[config.mk]
export PLATFORM = sky130hd
export DESIGN_NAME = reflet_uart_loader
export DESIGN_NICKNAME = d
export VERILOG_FILES = /design/src/rtl/reflet_loader_pkg.sv /design/src/rtl/reflet_loader_rx.sv /design/src/rtl/reflet_uart_loader.sv
export SDC_FILE = /design/constraint.sdc
export NUM_CORES = 1
export LEC_CHECK = 0
export CORE_MARGIN = 2
export CORE_UTILIZATION = 57
export DETAILED_ROUTE_END_ITERATION = 16
export PLACE_DENSITY = 0.77
export SYNTH_ARGS = -nofsm -noshare
export SYNTH_HDL_FRONTEND = slang
export SYNTH_HIERARCHICAL = 1
export SYNTH_SLANG_ARGS = --single-unit
export TNS_END_PERCENT = 10
[constraint.sdc]
create_clock -name clk -period 3.7 [get_ports clk]
set_input_delay 0.74 -clock clk [delete_from_list [all_inputs] [get_ports clk]]
set_output_delay 0.74 -clock clk [all_outputs]
set_load 0.005 [all_outputs]
[src/rtl/reflet_loader_pkg.sv]
// Shared types and derived timing for the UART program loader.
package reflet_loader_pkg;

  typedef enum logic [2:0] {
    BOOT, WAIT_SYNC, GET_LEN, GET_DATA, GET_SUM, RUN
  } load_state_t;

  typedef enum logic [1:0] {
    RX_IDLE, RX_START, RX_DATA, RX_STOP
  } rx_state_t;

  // Start + 8 data + stop: one byte time on the wire, in bit periods.
  localparam int unsigned FRAME_BITS = 10;

  function automatic int unsigned bit_period(input int unsigned clk_freq,
                                             input int unsigned baud_rate);
    return clk_freq / baud_rate;
  endfunction

  function automatic int unsigned half_period(input int unsigned bp);
    return bp / 2;
  endfunction

  function automatic int unsigned gap_cycles(input int unsigned gap_timeout,
                                             input int unsigned bp);
    return gap_timeout * FRAME_BITS * bp;
  endfunction

endpackage

[src/rtl/reflet_loader_rx.sv]
// 8N1 UART byte receiver: synchroniser, mid-bit sampling, one-cycle byte/error pulses.
module reflet_loader_rx #(
  parameter int unsigned BIT_PERIOD  = 104,
  parameter int unsigned HALF_PERIOD = 52
) (
  input  logic       clk,
  input  logic       reset,
  input  logic       rx,
  output logic       byte_valid,
  output logic [7:0] byte_data,
  output logic       frame_err
);
  import reflet_loader_pkg::*;

  localparam int CW = $clog2(BIT_PERIOD + 1);
  localparam logic [CW-1:0] BIT_LAST  = CW'(BIT_PERIOD - 1);
  localparam logic [CW-1:0] HALF_LAST = CW'(HALF_PERIOD - 1);

  rx_state_t     state, state_nxt;
  logic [2:0]    sync_q;      // [1:0] synchroniser, [2] previous synced level
  logic [CW-1:0] cnt;
  logic [2:0]    bit_idx;
  logic [7:0]    shift_q;
  logic          rx_s, rx_prev, tick_half, tick_bit;

  assign rx_s      = sync_q[1];
  assign rx_prev   = sync_q[2];
  assign tick_half = (cnt == HALF_LAST);
  assign tick_bit  = (cnt == BIT_LAST);
  assign byte_data = shift_q;

  // State register.
  always_ff @(posedge clk or negedge reset)
    if (!reset) state <= RX_IDLE;
    else        state <= state_nxt;

  // Next state; a start needs a falling edge so a low stop bit cannot retrigger.
  always_comb begin
    state_nxt = state;
    case (state)
      RX_IDLE:  if (!rx_s && rx_prev)          state_nxt = RX_START;
      RX_START: if (tick_half)                 state_nxt = rx_s ? RX_IDLE : RX_DATA;
      RX_DATA:  if (tick_bit && bit_idx == 3'd7) state_nxt = RX_STOP;
      RX_STOP:  if (tick_bit)                  state_nxt = RX_IDLE;
      default:                                 state_nxt = RX_IDLE;
    endcase
  end

  // Bit timer, shift register and output pulses.
  always_ff @(posedge clk or negedge reset) begin
    if (!reset) begin
      sync_q     <= 3'b111;
      cnt        <= '0;
      bit_idx    <= '0;
      shift_q    <= '0;
      byte_valid <= 1'b0;
      frame_err  <= 1'b0;
    end else begin
      sync_q     <= {sync_q[1:0], rx};
      byte_valid <= 1'b0;
      frame_err  <= 1'b0;
      case (state)
        RX_IDLE: begin
          cnt     <= '0;
          bit_idx <= '0;
        end
        RX_START: cnt <= tick_half ? '0 : cnt + 1'b1;
        RX_DATA: begin
          if (tick_bit) begin
            cnt     <= '0;
            shift_q <= {rx_s, shift_q[7:1]};
            bit_idx <= bit_idx + 1'b1;
          end else begin
            cnt <= cnt + 1'b1;
          end
        end
        RX_STOP: begin
          if (tick_bit) begin
            cnt <= '0;
            if (rx_s) byte_valid <= 1'b1;
            else      frame_err  <= 1'b1;
          end else begin
            cnt <= cnt + 1'b1;
          end
        end
        default: cnt <= '0;
      endcase
    end
  end

endmodule

[src/rtl/reflet_uart_loader.sv]
// Boot loader: receives a length/data/checksum frame over UART, writes it to
// instruction RAM and holds the CPU in reset until a frame verifies.
module reflet_uart_loader #(
  parameter int unsigned clk_freq    = 1000000,
  parameter int unsigned baud_rate   = 9600,
  parameter int unsigned addr_size   = 7,
  parameter logic [7:0]  sync_byte   = 8'hA5,
  parameter int unsigned boot_window = 100000,
  parameter int unsigned gap_timeout = 4
) (
  input  logic                 clk,
  input  logic                 reset,
  input  logic                 rx,
  output logic [addr_size-1:0] mem_addr,
  output logic [7:0]           mem_data,
  output logic                 mem_write_en,
  output logic                 cpu_reset,
  output logic                 loading,
  output logic                 error
);
  import reflet_loader_pkg::*;

  localparam int unsigned BIT_PERIOD  = bit_period(clk_freq, baud_rate);
  localparam int unsigned HALF_PERIOD = half_period(BIT_PERIOD);
  localparam int unsigned GAP_CYCLES  = gap_cycles(gap_timeout, BIT_PERIOD);
  localparam int unsigned IMG_BYTES   = 1 << addr_size;
  localparam int BCW = $clog2(boot_window + 1);
  localparam int GCW = $clog2(GAP_CYCLES + 1);
  localparam logic [addr_size:0] LEN_MAX = (addr_size + 1)'(IMG_BYTES);
  localparam logic [addr_size:0] LEN_ONE = (addr_size + 1)'(1);

  load_state_t          state, state_nxt;
  logic                 byte_valid, frame_err;
  logic [7:0]           byte_data, sum_q, sum_chk;
  logic [addr_size:0]   len_q, len_d, wr_cnt;
  logic [BCW-1:0]       boot_cnt;
  logic [GCW-1:0]       gap_cnt;
  logic                 is_sync, boot_done, gap_hit, abort;

  reflet_loader_rx #(
    .BIT_PERIOD (BIT_PERIOD),
    .HALF_PERIOD(HALF_PERIOD)
  ) u_rx (
    .clk       (clk),
    .reset     (reset),
    .rx        (rx),
    .byte_valid(byte_valid),
    .byte_data (byte_data),
    .frame_err (frame_err)
  );

  assign loading   = (state == GET_LEN) || (state == GET_DATA) || (state == GET_SUM);
  assign is_sync   = byte_valid && (byte_data == sync_byte);
  assign boot_done = (boot_cnt == BCW'(boot_window - 1));
  assign gap_hit   = (gap_cnt == GCW'(GAP_CYCLES - 1));
  assign abort     = loading && (frame_err || gap_hit);
  assign sum_chk   = sum_q + byte_data;
  // Length 0 means a full image; anything larger than the RAM is clamped.
  assign len_d     = (byte_data == 8'd0 || 32'(byte_data) > IMG_BYTES)
                   ? LEN_MAX : (addr_size + 1)'(byte_data);

  // State register.
  always_ff @(posedge clk or negedge reset)
    if (!reset) state <= BOOT;
    else        state <= state_nxt;

  // Next-state logic; a framing error or idle gap aborts any frame in progress.
  always_comb begin
    state_nxt = state;
    case (state)
      BOOT: begin
        if (is_sync)        state_nxt = GET_LEN;
        else if (boot_done) state_nxt = RUN;
      end
      WAIT_SYNC: if (is_sync)    state_nxt = GET_LEN;
      GET_LEN:   if (byte_valid) state_nxt = GET_DATA;
      GET_DATA:  if (mem_write_en && wr_cnt == len_q - LEN_ONE) state_nxt = GET_SUM;
      GET_SUM:   if (byte_valid) state_nxt = (sum_chk == 8'd0) ? RUN : WAIT_SYNC;
      RUN:       if (is_sync)    state_nxt = GET_LEN;
      default:                   state_nxt = BOOT;
    endcase
    if (abort) state_nxt = WAIT_SYNC;
  end

  // Datapath: write strobe, address/checksum update on the strobe cycle, timers, flags.
  always_ff @(posedge clk or negedge reset) begin
    if (!reset) begin
      mem_addr     <= '0;
      mem_data     <= '0;
      mem_write_en <= 1'b0;
      cpu_reset    <= 1'b0;
      error        <= 1'b0;
      sum_q        <= '0;
      len_q        <= '0;
      wr_cnt       <= '0;
      boot_cnt     <= '0;
      gap_cnt      <= '0;
    end else begin
      mem_write_en <= 1'b0;
      // Released only once RUN has been held for a full cycle; drops as RUN is left.
      cpu_reset    <= (state == RUN) && (state_nxt == RUN);
      gap_cnt      <= (byte_valid || !loading) ? '0 : gap_cnt + 1'b1;
      if (state == BOOT && !boot_done) boot_cnt <= boot_cnt + 1'b1;
      case (state)
        GET_LEN: if (byte_valid) begin
          mem_addr <= '0;
          sum_q    <= byte_data;
          len_q    <= len_d;
          wr_cnt   <= '0;
        end
        GET_DATA: begin
          if (byte_valid) begin
            mem_data     <= byte_data;
            mem_write_en <= 1'b1;
          end
          if (mem_write_en) begin
            mem_addr <= mem_addr + 1'b1;
            sum_q    <= sum_q + mem_data;
            wr_cnt   <= wr_cnt + 1'b1;
          end
        end
        GET_SUM: if (byte_valid) error <= (sum_chk != 8'd0);
        default: ;
      endcase
      if (abort) error <= 1'b1;
    end
  end

endmodule
Word-level counts from Yosys, hierarchy flattened
Cells that the tools add are included.
{ "word_totals": {"regBits": 100, "in_bits": 3} }
{ "classes": {"n_eq_ne": 23, "order_cmp": 1, "addsub": 9, "reduce_logical": 33, "muxes": 42} }
{ "op_table": {"columns": ["operator", "count"], "rows": [
  ["$mux 8", 5],
  ["$pmux 8 s2", 2],
  ["$mux 7", 4],
  ["$mux 3", 9],
  ["$pmux 7 s3", 1],
  ["$add 17x1->17 const B", 1],
  ["$eq 17x17->1 const B", 1],
  ["$add 8x8->8", 2],
  ["$logic_not 8->1", 2],
  ["$pmux 3 s5", 1],
  ["$add 7x1->7 const B", 2],
  ["$pmux 7 s2", 1],
  ["$add 13x1->13 const B", 1],
  ["$eq 13x13->1 const B", 1],
  ["$mux 13", 1],
  ["$eq 3x3->1 const B", 4],
  ["$ne 2x1->1 const B", 6],
  ["$mux 1", 11],
  ["$mux 2", 5],
  ["$reduce_and 2->1", 5],
  ["$add 8x1->8 const B", 1],
  ["$eq 8x8->1", 1],
  ["$eq 8x8->1 const B", 1],
  ["$gt 8x8->1 const B", 1],
  ["other kinds (21)", 39]
]} }

Longest topological paths before layout
{ "depth": {"word_depth": 8, "ltp_mapped": 10} }

Hierarchy
Netlist, hierarchy kept.
{ "modules_own_cells": {"columns": ["module", "n_inst", "area_per_inst_um2", "seq_area_each_um2", "cells_per_inst"], "rows": [
  ["reflet_uart_loader", 1, 4250.3, 1876.8, 451],
  ["reflet_loader_rx", 1, 1182.4, 629.4, 95]
]} }

Least setup slack after synthesis
OpenSTA, ideal clock, no wires.
{ "synth_path": {"path_kind": "flip-flop to flip-flop", "startpoint": "reg u_rx.shift_q[0], in the netlist u_rx/byte_data[0]", "endpoint": "reg error", "period_less_slack_ns": 2.287, "arrival_time_ns": 2.163, "stages_incl_launch_ff": 10, "setup_slack_ns": 1.413, "setup_ns": 0.124, "path_cell_list": "dfrtp_1 > ha_1 > fa_1 > a211oi_1 > o21bai_1 > a21oi_1 > xnor2_1 > a211oi_1 > a31oi_1 > or2_1"} }
{ "synth_between": {"elab_chain_len": 5} }
{ "synth_lines": {"columns": ["element", "line_no", "source"], "rows": [
  ["start, declared", "reflet_loader_rx.sv:23", "logic [7:0] shift_q;"],
  ["start signal, assigned", "reflet_loader_rx.sv:71", "shift_q <= {rx_s, shift_q[7:1]};"],
  ["$add 8x8->8", "reflet_uart_loader.sv:57", "assign sum_chk = sum_q + byte_data;"],
  ["$reduce_bool 8->1", "reflet_uart_loader.sv:122", "GET_SUM: if (byte_valid) error <= (sum_chk != 8'd0);"],
  ["$mux 1", "reflet_uart_loader.sv:122", null],
  ["$mux 1", "reflet_uart_loader.sv:104", "case (state)"],
  ["$mux 1", "reflet_uart_loader.sv:125", "if (abort) error <= 1'b1;"],
  ["end signal, assigned", "reflet_uart_loader.sv:122", null],
  ["end, declared", "reflet_uart_loader.sv:19", "output logic error"]
]} }
Every way passes these cells. The select of a mux whose other input is x is not followed.
A chain may end at the register's enable or synchronous reset.

==> impl_metrics.json <==
{
  "globalRouteOverflowTotal": 0,
  "tritoncts": "done",
  "layoutNonFillerInstCount": 694,
  "ys_seq_elements": 100,
  "syn_area_per_cell_um2": 9.95,
  "vias_per_cell": 5.91,
  "setup_repair_after_global_routing_missed_its_margin": "false",
  "finalSetupTns_ns": 0,
  "cts-buffers-inserted": 9,
  "dp_cells": 678,
  "status": "complete, no violations",
  "final_layout_size_suffix_gt1_frac": 0.0832,
  "port_buffers": 21,
  "cts.reportedPaths.clkPinSlew_ns": 0.10,
  "yosys-top-cells-area": "sky130_fd_sc_hd__dfrtp_1 (45%), sky130_fd_sc_hd__ha_1 (5.1%), sky130_fd_sc_hd__xor2_1 (5.0%)",
  "dieHeight_um": 102,
  "gpl.final_weighted_congestion": 0.866,
  "place.detailed.hpwl_mm": 7.66,
  "drt-total-wl_mm": 11.0,
  "multi_input_gate_area_in_the_final_layout_um2": 2770,
  "nNetsFinal": 587,
  "drt_drc_violations_left": 0,
  "worst_skew_pair.late_latency_ns": 0.38,
  "htree_num_levels": 3,
  "period_minus_slack_ns": 2.98,
  "most_common_cell_after_layout_fill_and_taps_aside": "sky130_fd_sc_hd__dfrtp_1",
  "post_cts_hold_buffer_count": 0,
  "irDropWorstVdd_mv": 0.390,
  "p_leak_nw": 2.73,
  "track_usage": 0.233,
  "max-clock-path-buffers": 2,
  "hp-class": "input pin to asynchronous set/reset pin",
  "worstPathRequired_ns": 2.96,
  "post_synth_instance_area_um2": 5430,
  "fillers": 747,
  "floorplan.initialDensity": 0.588,
  "netlist.top_cell.by_area": "sky130_fd_sc_hd__dfrtp_1",
  "synth_enable_flop_cells": 0,
  "coreArea_um2": 9240,
  "relSlewSlack": 0.350,
  "number_of_instances_resized_during_post_cts_repair": 0,
  "wire_length_of_the_first_global_routing_pass_mm": 18.7,
  "initial_drt_pass_iterations": 4,
  "power-per-cell-area_nw_per_um2": 344,
  "dominantRegCellSynth": "sky130_fd_sc_hd__dfrtp_1",
  "antenna_cells_inserted": 0,
  "proportion_of_register_bits_with_asynchronous_set_or_reset_after_synthesis": 1.00,
  "worst_slew_pin_slew_ns": 0.972,
  "drv.max_cap_violation_count": 0,
  "post-cts-setup-buffer-count": 0,
  "pin_count_of_the_biggest_net_entering_global_routing": 90,
  "synthesis.nets": 573,
  "clock-root-buffer": "sky130_fd_sc_hd__clkbuf_8",
  "setup.worst_path.class": "register to primary output",
  "final-setup-viol-count": 0,
  "yosys.cell_types.count": 63,
  "fin_worst_skew_ns": 0.00998,
  "vias_in_the_first_global_route": 3921,
  "start_kind": "register",
  "final_cell_mix": "sky130_fd_sc_hd__dfrtp_1 (97), sky130_fd_sc_hd__nand2_1 (60), sky130_fd_sc_hd__nor2_1 (50)",
  "route.antenna.remaining_nets": 0,
  "total_number_of_yosys_warnings": 6,
  "timing.fmax_mhz": 336,
  "detail_route.iter0.violations": 154,
  "final_hold_violating_endpoints": 0,
  "grt_antenna_before_repair": 0,
  "area_delta_synth_final_pct": 8.87,
  "dieWidth_um": 102,
  "synth_sequential_area_ratio": 0.461,
  "report.final.slew_viol_count": 0,
  "wl_per_cell_um": 15.9,
  "floorplan.die_area_um2": 10300,
  "layout.area.seq_um2": 2510,
  "via_total_after_detailed_routing": 4104,
  "layout_worst_path_cycle_share": 0.805,
  "portion_of_synthesized_cell_area_occupied_by_the_leading_cell_type": 0.447,
  "timing.critical_path.fanout_max": 10,
  "row_count": 35,
  "synthCells": 546,
  "numClockSinks": 100,
  "num_io_pins": 22,
  "endpoint_type_of_the_worst_setup_path": "primary output",
  "timing.critical_path.arrival_ns": 2.24
}
worst paths after layout:
kind	start	end	slack, ns	depth (start not counted)
max reg2reg	state[1]	wr_cnt[7]	1.02	8
max in group asynchronous	reset	u_rx/sync_q[0]	2.80	2
max	state[2]	loading	0.72	5
min	reset	u_rx/bit_idx[2]	0.19	1
min reg2reg	u_rx/sync_q[0]	u_rx/sync_q[1]	0.36	0
min in group clk	u_rx/sync_q[0]	u_rx/sync_q[1]	0.36	0
critical path, stage by stage, from the launching register on:
cell                              delay (ns)
sky130_fd_sc_hd__dfrtp_1                0.50
sky130_fd_sc_hd__inv_1                  0.13
sky130_fd_sc_hd__nor3_1                 0.49
sky130_fd_sc_hd__a21oi_1                0.16
sky130_fd_sc_hd__inv_1                  0.09
sky130_fd_sc_hd__clkdlybuf4s50_1        0.49
area by class of cell:
type,instances,share of cell area
Multi-Input combinational cell,411,0.468
Sequential cell,100,0.424
Timing Repair Buffer,24,0.0410
Tap cell,129,0.0273
Clock buffer,10,0.0233
Inverter,14,0.00889
Clock inverter,6,0.00804
per-layer routing:
layer	wire, um	up-vias	track usage	part of all wire
met5	0	-	0	0
met4	250	0	0.0904	0.023
met3	366	25	0.0587	0.033
met2	5320	85	0.369	0.48
met1	5110	2044	0.308	0.46
li1	-	1950	-	-
sequential cells by signal, summed over array words and instances, names as in the netlist, 7 cells and up, named ones only:
name and count:
gap_cnt 13, sum_q 8, boot_cnt 17, mem_addr 7, len_q 8, wr_cnt 8
u_rx/byte_data 8, u_rx/cnt 7, mem_data 8
through the flow:
| step | worst slack [ns] | hold slack [ns] | cell area, um^2 | total power [mW] | util |
|---|---|---|---|---|---|
| finish | 0.723 | 0.186 | 5910 | 2.03 | 0.640 |
| global route | 0.549 | 0.175 | 5910 | 2.13 | 0.640 |
| CTS | 0.750 | 0.182 | 5910 | 2.05 | 0.640 |
| detailed placement | 1.07 | 0.348 | 5730 | 1.40 | 0.620 |
| global placement | 1.17 | 0.347 | 5730 | 1.39 | 0.620 |
| floorplan | 1.41 | 0.345 | 5430 | 1.34 | - |
cells by family after synthesis:
logic type / count (synthesis) / synth area share
mux: 17 / 0.0403
simple gates: 220 / 0.209
xor+xnor: 61 / 0.0997
flops: 100 / 0.461
fa+ha+maj: 24 / 0.0580
compound gates: 89 / 0.102
buf+inv: 35 / 0.0295
synthesized netlist by cell type (4+ instances only):
cell,instances
sky130_fd_sc_hd__dfrtp_1,97
sky130_fd_sc_hd__nand2_1,60
sky130_fd_sc_hd__nor2_1,50
sky130_fd_sc_hd__xor2_1,31
sky130_fd_sc_hd__xnor2_1,29
sky130_fd_sc_hd__a21oi_1,28
sky130_fd_sc_hd__nand3_1,24
sky130_fd_sc_hd__o21ai_0,24
sky130_fd_sc_hd__ha_1,22
sky130_fd_sc_hd__and3_1,16
sky130_fd_sc_hd__clkbuf_1,15
sky130_fd_sc_hd__inv_1,14
sky130_fd_sc_hd__nand3b_1,11
sky130_fd_sc_hd__nand4_1,11
sky130_fd_sc_hd__nor3_1,10
sky130_fd_sc_hd__mux2_4,8
sky130_fd_sc_hd__mux2_2,7
sky130_fd_sc_hd__nor4_1,6
sky130_fd_sc_hd__a21o_1,5
sky130_fd_sc_hd__nor2b_1,5
sky130_fd_sc_hd__a22oi_1,4
sky130_fd_sc_hd__a31oi_1,4
sky130_fd_sc_hd__buf_2,4
power by group:
part / internal, mW / switching [mW]
sequential: 1.14 / 0.0602
clock: 0.267 / 0.391
combinational: 0.0747 / 0.102
No activity file was read; power rests on OpenSTA's default activity.
==> edit 1: new RTL, same settings <==
Put one more register stage on the output `mem_addr`. The value now appears one clock later. The other outputs are not delayed to match.
--- a/src/rtl/reflet_uart_loader.sv
+++ b/src/rtl/reflet_uart_loader.sv
@@ -29,4 +29,6 @@
   localparam logic [addr_size:0] LEN_MAX = (addr_size + 1)'(IMG_BYTES);
   localparam logic [addr_size:0] LEN_ONE = (addr_size + 1)'(1);
+
+  logic [addr_size-1:0] mem_addr_s0;
 
   load_state_t          state, state_nxt;
@@ -86,5 +88,5 @@
   always_ff @(posedge clk or negedge reset) begin
     if (!reset) begin
-      mem_addr     <= '0;
+      mem_addr_s0  <= '0;
       mem_data     <= '0;
       mem_write_en <= 1'b0;
@@ -104,5 +106,5 @@
       case (state)
         GET_LEN: if (byte_valid) begin
-          mem_addr <= '0;
+          mem_addr_s0 <= '0;
           sum_q    <= byte_data;
           len_q    <= len_d;
@@ -115,5 +117,5 @@
           end
           if (mem_write_en) begin
-            mem_addr <= mem_addr + 1'b1;
+            mem_addr_s0 <= mem_addr_s0 + 1'b1;
             sum_q    <= sum_q + mem_data;
             wr_cnt   <= wr_cnt + 1'b1;
@@ -127,3 +129,7 @@
   end
 
+  always_ff @(posedge clk) begin
+    mem_addr <= mem_addr_s0;
+  end
+
 endmodule
Check against the original RTL: no difference found for any inputs over 10 cycles, from zero or initial values and one cycle with reset low; that may be too few to reach the edited logic, so the function may still have changed.
==> edit 1 against the original RTL <==
Design area grew 2.6%. Clock skew shrank 0.0011 ns. Sequential share of layout area is 1.2 points higher. Synthesized area is 2.7% higher. Power is 9.5% higher. Routed wire length decreased by 3.0%. Die area rose by 2.6%. Setup slack got worse by 0.027 ns. Final cell count is 0.58% higher. Count of clock-buffer cells in the layout rose by 1. Sequential cell count increased by 7. Hold slack improved by 0.17 ns. Non-clock buffer count did not move. Highest routed layer unchanged.
==> edit 1: results (changes against the original RTL) <==
[metrics] result of the run: completed
[metrics] share of synthesized flip-flops with an asynchronous set or reset: 93.5% (-6.5 points)
[metrics] largest net degree at the start of global routing: 52 (-42%)
[metrics] buffers added on ports: 21 (unchanged)
[metrics] Top Family by Delay on Critical Path: buffers and inverters
[metrics] HPWL Detailed: 7.53 mm (-1.7%)
[metrics] vias in the first global route: 3891 (-0.77%)
[metrics] Num CTS Buffers: 9 (unchanged)
[metrics] depth of the CTS H-tree: 3 (unchanged)
[metrics] setup repair bufs after CTS: 0 (unchanged)
[metrics] number of nets in the synthesized netlist: 569 (-0.70%)
[metrics] Internal Power: 0.00167 W (+13%)
[metrics] Yosys warnings: 6 (unchanged)
[metrics] post-CTS clock slew at the launch and capture registers of the worst setup and hold paths: 0.10 ns (about the same)
[metrics] ranking of synthesized cells by instance count: dfrtp_1 (97), nand2_1 (52), nor2_1 (45)
[metrics] total number of nets in the final design: 587 (unchanged)
[metrics] clock tree root buffer cell: clkbuf_8
[metrics] overall global routing resource usage: 22.0% (-1.2 points)
[metrics] highest fanout seen on the critical path: 9 (-1)
[metrics] via density per instance: 5.76 (-2.6%)
[metrics] drc violations: 0 (unchanged)
[metrics] Fill cells: 798 (+6.8%)
[metrics] largest registers: boot_cnt: 17 flops, gap_cnt: 13 flops
[metrics] Total Wirelength: 10.7 mm (-3.0%)
[metrics] worst vdd ir: 0.389 mV (-0.30%)
[metrics] delay of the slowest cell on the worst path: 0.52 ns (+0.02 ns)
[metrics] number of gates given a new drive strength after cts: 0 (unchanged)
[metrics] largest buffer count on any clock path: 2 (unchanged)
[metrics] initial drt markers: 219 (+42%)
[metrics] fraction of final layout cells with drive strength greater than 1: 9.03% (+0.71 points)
[metrics] leakage power: 2.73 nW (-0.21%)
[metrics] Seq/Total Area, Yosys: 47.4% (+1.3 points)
[metrics] number of antenna violations at the first check in global routing: 0 (unchanged)
[metrics] length of the first detailed-routing pass in iterations: 4 (unchanged)
[metrics] Unique masters post-synth: 70 (+11%)
[metrics] number of antenna diodes: 0 (unchanged)
[metrics] largest cells by area after synthesis: dfrtp_1 (44%), xnor2_1 (5.0%), ha_1 (4.9%)
[metrics] actual transition at the worst max-transition pin: 0.917 ns (-0.0546 ns)
[metrics] total cell area at the placement stage: 5860 sq um (+2.2%)
[metrics] number of antenna-violating nets in the routed design: 0 (unchanged)
[metrics] setup clock skew after layout: 0.00884 ns (-0.00114 ns)
[metrics] cell at the slowest stage of the critical path: dfrtp_1
[metrics] arrival time at the worst endpoint: 2.26 ns (+0.02 ns)
[metrics] wire length of the first global-routing pass: 18.1 mm (-3.4%)
[metrics] classification of the worst-slack hold path: flip-flop to flip-flop
[metrics] later-pin clock latency in the skew report: 0.38 ns (about the same)
[metrics] last weighted congestion value of the routability-driven placer: 0.910 (+5.1%)
edit 1: layout make-up:
class,instances,area (sq um),area share [%]
repair buffers,24,230,3.79
well taps,133,166,2.74
clock inverters,5,78.8,1.30
clock buffers,11,131,2.16
inverters,16,60.1,0.990
multi-input cells,402,2760,45.4
flip-flops and latches,107,2650,43.6
edit 1: kinds of logic after synthesis:
kind of cell | Yosys count | synth area share [%]
XOR/XNOR | 56 | 8.79
AO/OA/AOI/OAI | 88 | 10.5
flip-flops | 107 | 47.4
adder cells (fa/ha/maj) | 24 | 5.65
buffers and inverters | 33 | 3.27
AND/OR/NAND/NOR | 217 | 20.5
multiplexers | 17 | 3.95
edit 1: per-layer routing:
metal,global-route usage (%),routed length [um],vias up
met3,6.44,352,16
met1,28.6,4970,1996
met4,6.28,160,0
met2,36.2,5230,64
li1,-,-,1946
met5,0,0,-
edit 1: through the flow:
step	total power, W	cells	setup slack (ns)	util (%)
6_report	0.00222	698	0.696	63.0
5_1_grt	0.00234	698	0.469	63.0
4_1_cts	0.00225	698	0.701	63.0
3_5_place_dp	0.00147	682	0.834	60.8
3_3_place_gp	0.00146	682	0.953	60.8
2_1_floorplan	0.00141	542	1.05	-
edit 1: power by group through the flow:
stage / combinational (W) / clock [W] / sequential [W]
after CTS: 0.000182 / 0.000798 / 0.00127
after detailed placement: 0.000180 / 0 / 0.00129
after global placement: 0.000170 / 0 / 0.00129
after global routing: 0.000205 / 0.000849 / 0.00128
final: 0.000179 / 0.000771 / 0.00127
after floorplan: 0.000143 / 0 / 0.00127
edit 1: worst reg2reg max path, delay by kind of cell (launching register included):
family / cells / cell delay, ns
and+or+nand+nor: 4 / 1.11
DFF: 1 / 0.46
AOI/OAI and AO/OA: 2 / 0.38
xor gates and xnor gates: 1 / 0.14
adders and majority gates: 2 / 0.68
edit 1: path summary, 6_finish.rpt:
check	start	endpoint	slack (ns)	cells past startpoint
hold reg to reg	u_rx/sync_q[0]$_DFF_PN1_	u_rx/sync_q[1]$_DFF_PN1_	0.35	0
max in group asynchronous	reset	u_rx/sync_q[2]$_DFF_PN1_	2.48	2
min in group asynchronous	reset	boot_cnt[14]$_DFFE_PN0P_	0.38	1
setup reg to reg	u_rx/byte_data[0]$_DFFE_PN0P_	error$_DFFE_PN0P_	0.82	9
setup / recovery	state[2]$_DFF_PN0_	loading	0.70	5
hold / removal	u_rx/sync_q[0]$_DFF_PN1_	u_rx/sync_q[1]$_DFF_PN1_	0.35	0
==> edit 2: new RTL, same flow settings <==
Without the edit above. Set the parameter `baud_rate` to 2400 (it was 9600).
--- a/src/rtl/reflet_uart_loader.sv
+++ b/src/rtl/reflet_uart_loader.sv
@@ -3,5 +3,5 @@
 module reflet_uart_loader #(
   parameter int unsigned clk_freq    = 1000000,
-  parameter int unsigned baud_rate   = 9600,
+  parameter int unsigned baud_rate   = 2400,
   parameter int unsigned addr_size   = 7,
   parameter logic [7:0]  sync_byte   = 8'hA5,
Behaviour: no difference found for any inputs over 10 cycles, from zero or initial values and one cycle with reset low; that may be too few to reach the edited logic, so the function may still have changed.
==> edit 2 against the original RTL <==
Power rose by 5.1%. Largest power group unchanged. Design area rose by 3.8%. Sequential share of layout area rose by 0.076 points. Routed wire length fell by 2.5%. Setup slack improved by 0.27 ns. Sequential cell count rose by 4. Count of clock-buffer cells in the layout did not move. Synthesized area rose by 3.2%.
==> edit 2: results (changes against the original RTL) <==
[metrics] largest cells by area after synthesis: dfrtp_1 (45%), ha_1 (4.9%), xnor2_1 (4.5%)
[metrics] fraction of final layout cells with drive strength greater than 1: 9.00% (+0.68 points)
[metrics] total number of nets in the final design: 611 (+4.1%)
[metrics] leakage power: 2.82 nW (+3.2%)
[metrics] number of nets in the synthesized netlist: 595 (+3.8%)
[metrics] reg-to-reg critical path endpoint: state[2]$_DFF_PN0_
[metrics] initial drt markers: 238 (+55%)
[metrics] result of the run: completed
[metrics] highest fanout seen on the critical path: 8 (-2)
[metrics] wire length on met1: 4.86 mm (-4.9%)
[metrics] reg2reg start: u_rx/byte_data[0]$_DFFE_PN0P_
[metrics] setup clock skew after layout: 0.0132 ns (+0.00326 ns)
[metrics] later-pin clock latency in the skew report: 0.36 ns (-0.02 ns)
[metrics] Unique masters post-synth: 65 (+3.2%)
[metrics] last weighted congestion value of the routability-driven placer: 0.897 (+3.6%)
[metrics] ranking of synthesized cells by instance count: dfrtp_1 (101), nand2_1 (64), nor2_1 (58)
[metrics] largest net degree at the start of global routing: 59 (-34%)
[metrics] met2 routed wirelength: 5.54 mm (+4.1%)
[metrics] wire length of the first global-routing pass: 18.6 mm (-0.37%)
[metrics] arrival time at the worst endpoint: 1.97 ns (-0.27 ns)
[metrics] setup slack, reg-to-reg: 1.24 ns (+0.22 ns)
[metrics] worst vdd ir: 0.292 mV (-25%)
[metrics] largest registers: boot_cnt: 17 flops, gap_cnt: 15 flops, u_rx/cnt: 9 flops
[metrics] overall global routing resource usage: 22.1% (-1.2 points)
[metrics] routed vias: 4123 (+0.46%)
[metrics] vias in the first global route: 3977 (+1.4%)
edit 2: logic make-up (layout without fill, tap and decap cells):
group	count (synthesis)	after routing	share of synthesized area (%)
xor gates and xnor gates	57	57	9.04
AOI/OAI and AO/OA	94	94	10.6
adders and majority gates	24	24	5.62
and+or+nand+nor	236	236	21.9
DFF	104	104	46.5
muxes	18	18	3.57
buffers and inverters	35	56	2.77
edit 2: area by class of cell:
cell class                      count  area [sq um]
Tap cell                          133           166
Inverter                           16          60.1
Clock inverter                      6          90.1
Timing Repair Buffer               24           243
Fill cell                         794          3500
Clock buffer                       10           128
Multi-Input combinational cell    429          2850
Sequential cell                   104          2610
edit 2: worst max-delay path, stage by stage (launching register included):
cell and delay (ns):
dfrtp_1 0.48, nor2b_1 0.19, and2_1 0.21, nor2_1 0.22, inv_1 0.07, clkdlybuf4s50_1 0.45
edit 2: worst max path at each step:
stage	end	slack, ns	cells after the start
floorplan	error$_DFFE_PN0P_	1.53	9
global placement	error$_DFFE_PN0P_	1.36	9
detailed placement	state[2]$_DFF_PN0_	1.29	9
CTS	loading	0.96	5
global route	loading	0.88	5
finish	loading	0.99	5
edit 2: through the flow:
step	hold slack [ns]	worst slack [ns]	instances	total power, W
4_1_cts	0.366	0.964	722	0.00216
2_1_floorplan	0.345	1.53	568	0.00133
3_5_place_dp	0.352	1.29	706	0.00139
3_3_place_gp	0.347	1.36	706	0.00137
6_report	0.351	0.988	722	0.00214
5_1_grt	0.367	0.877	722	0.00224
edit 2: per-layer routing:
| layer | up-vias | GRT usage (%) |
|---|---|---|
| met5 | - | 0 |
| met4 | 0 | 4.76 |
| met3 | 9 | 3.63 |
| met2 | 53 | 38.1 |
| met1 | 2033 | 29.6 |
| li1 | 2028 | - |
edit 2: power breakdown:
| group | leakage (nW) | internal (W) | switching (W) |
|---|---|---|---|
| clock network | 0.107 | 0.000385 | 0.000390 |
| registers | 1.41 | 0.00118 | 0.0000596 |
| logic | 1.30 | 0.0000538 | 0.0000724 |
| total | 2.82 | 0.00161 | 0.000522 |
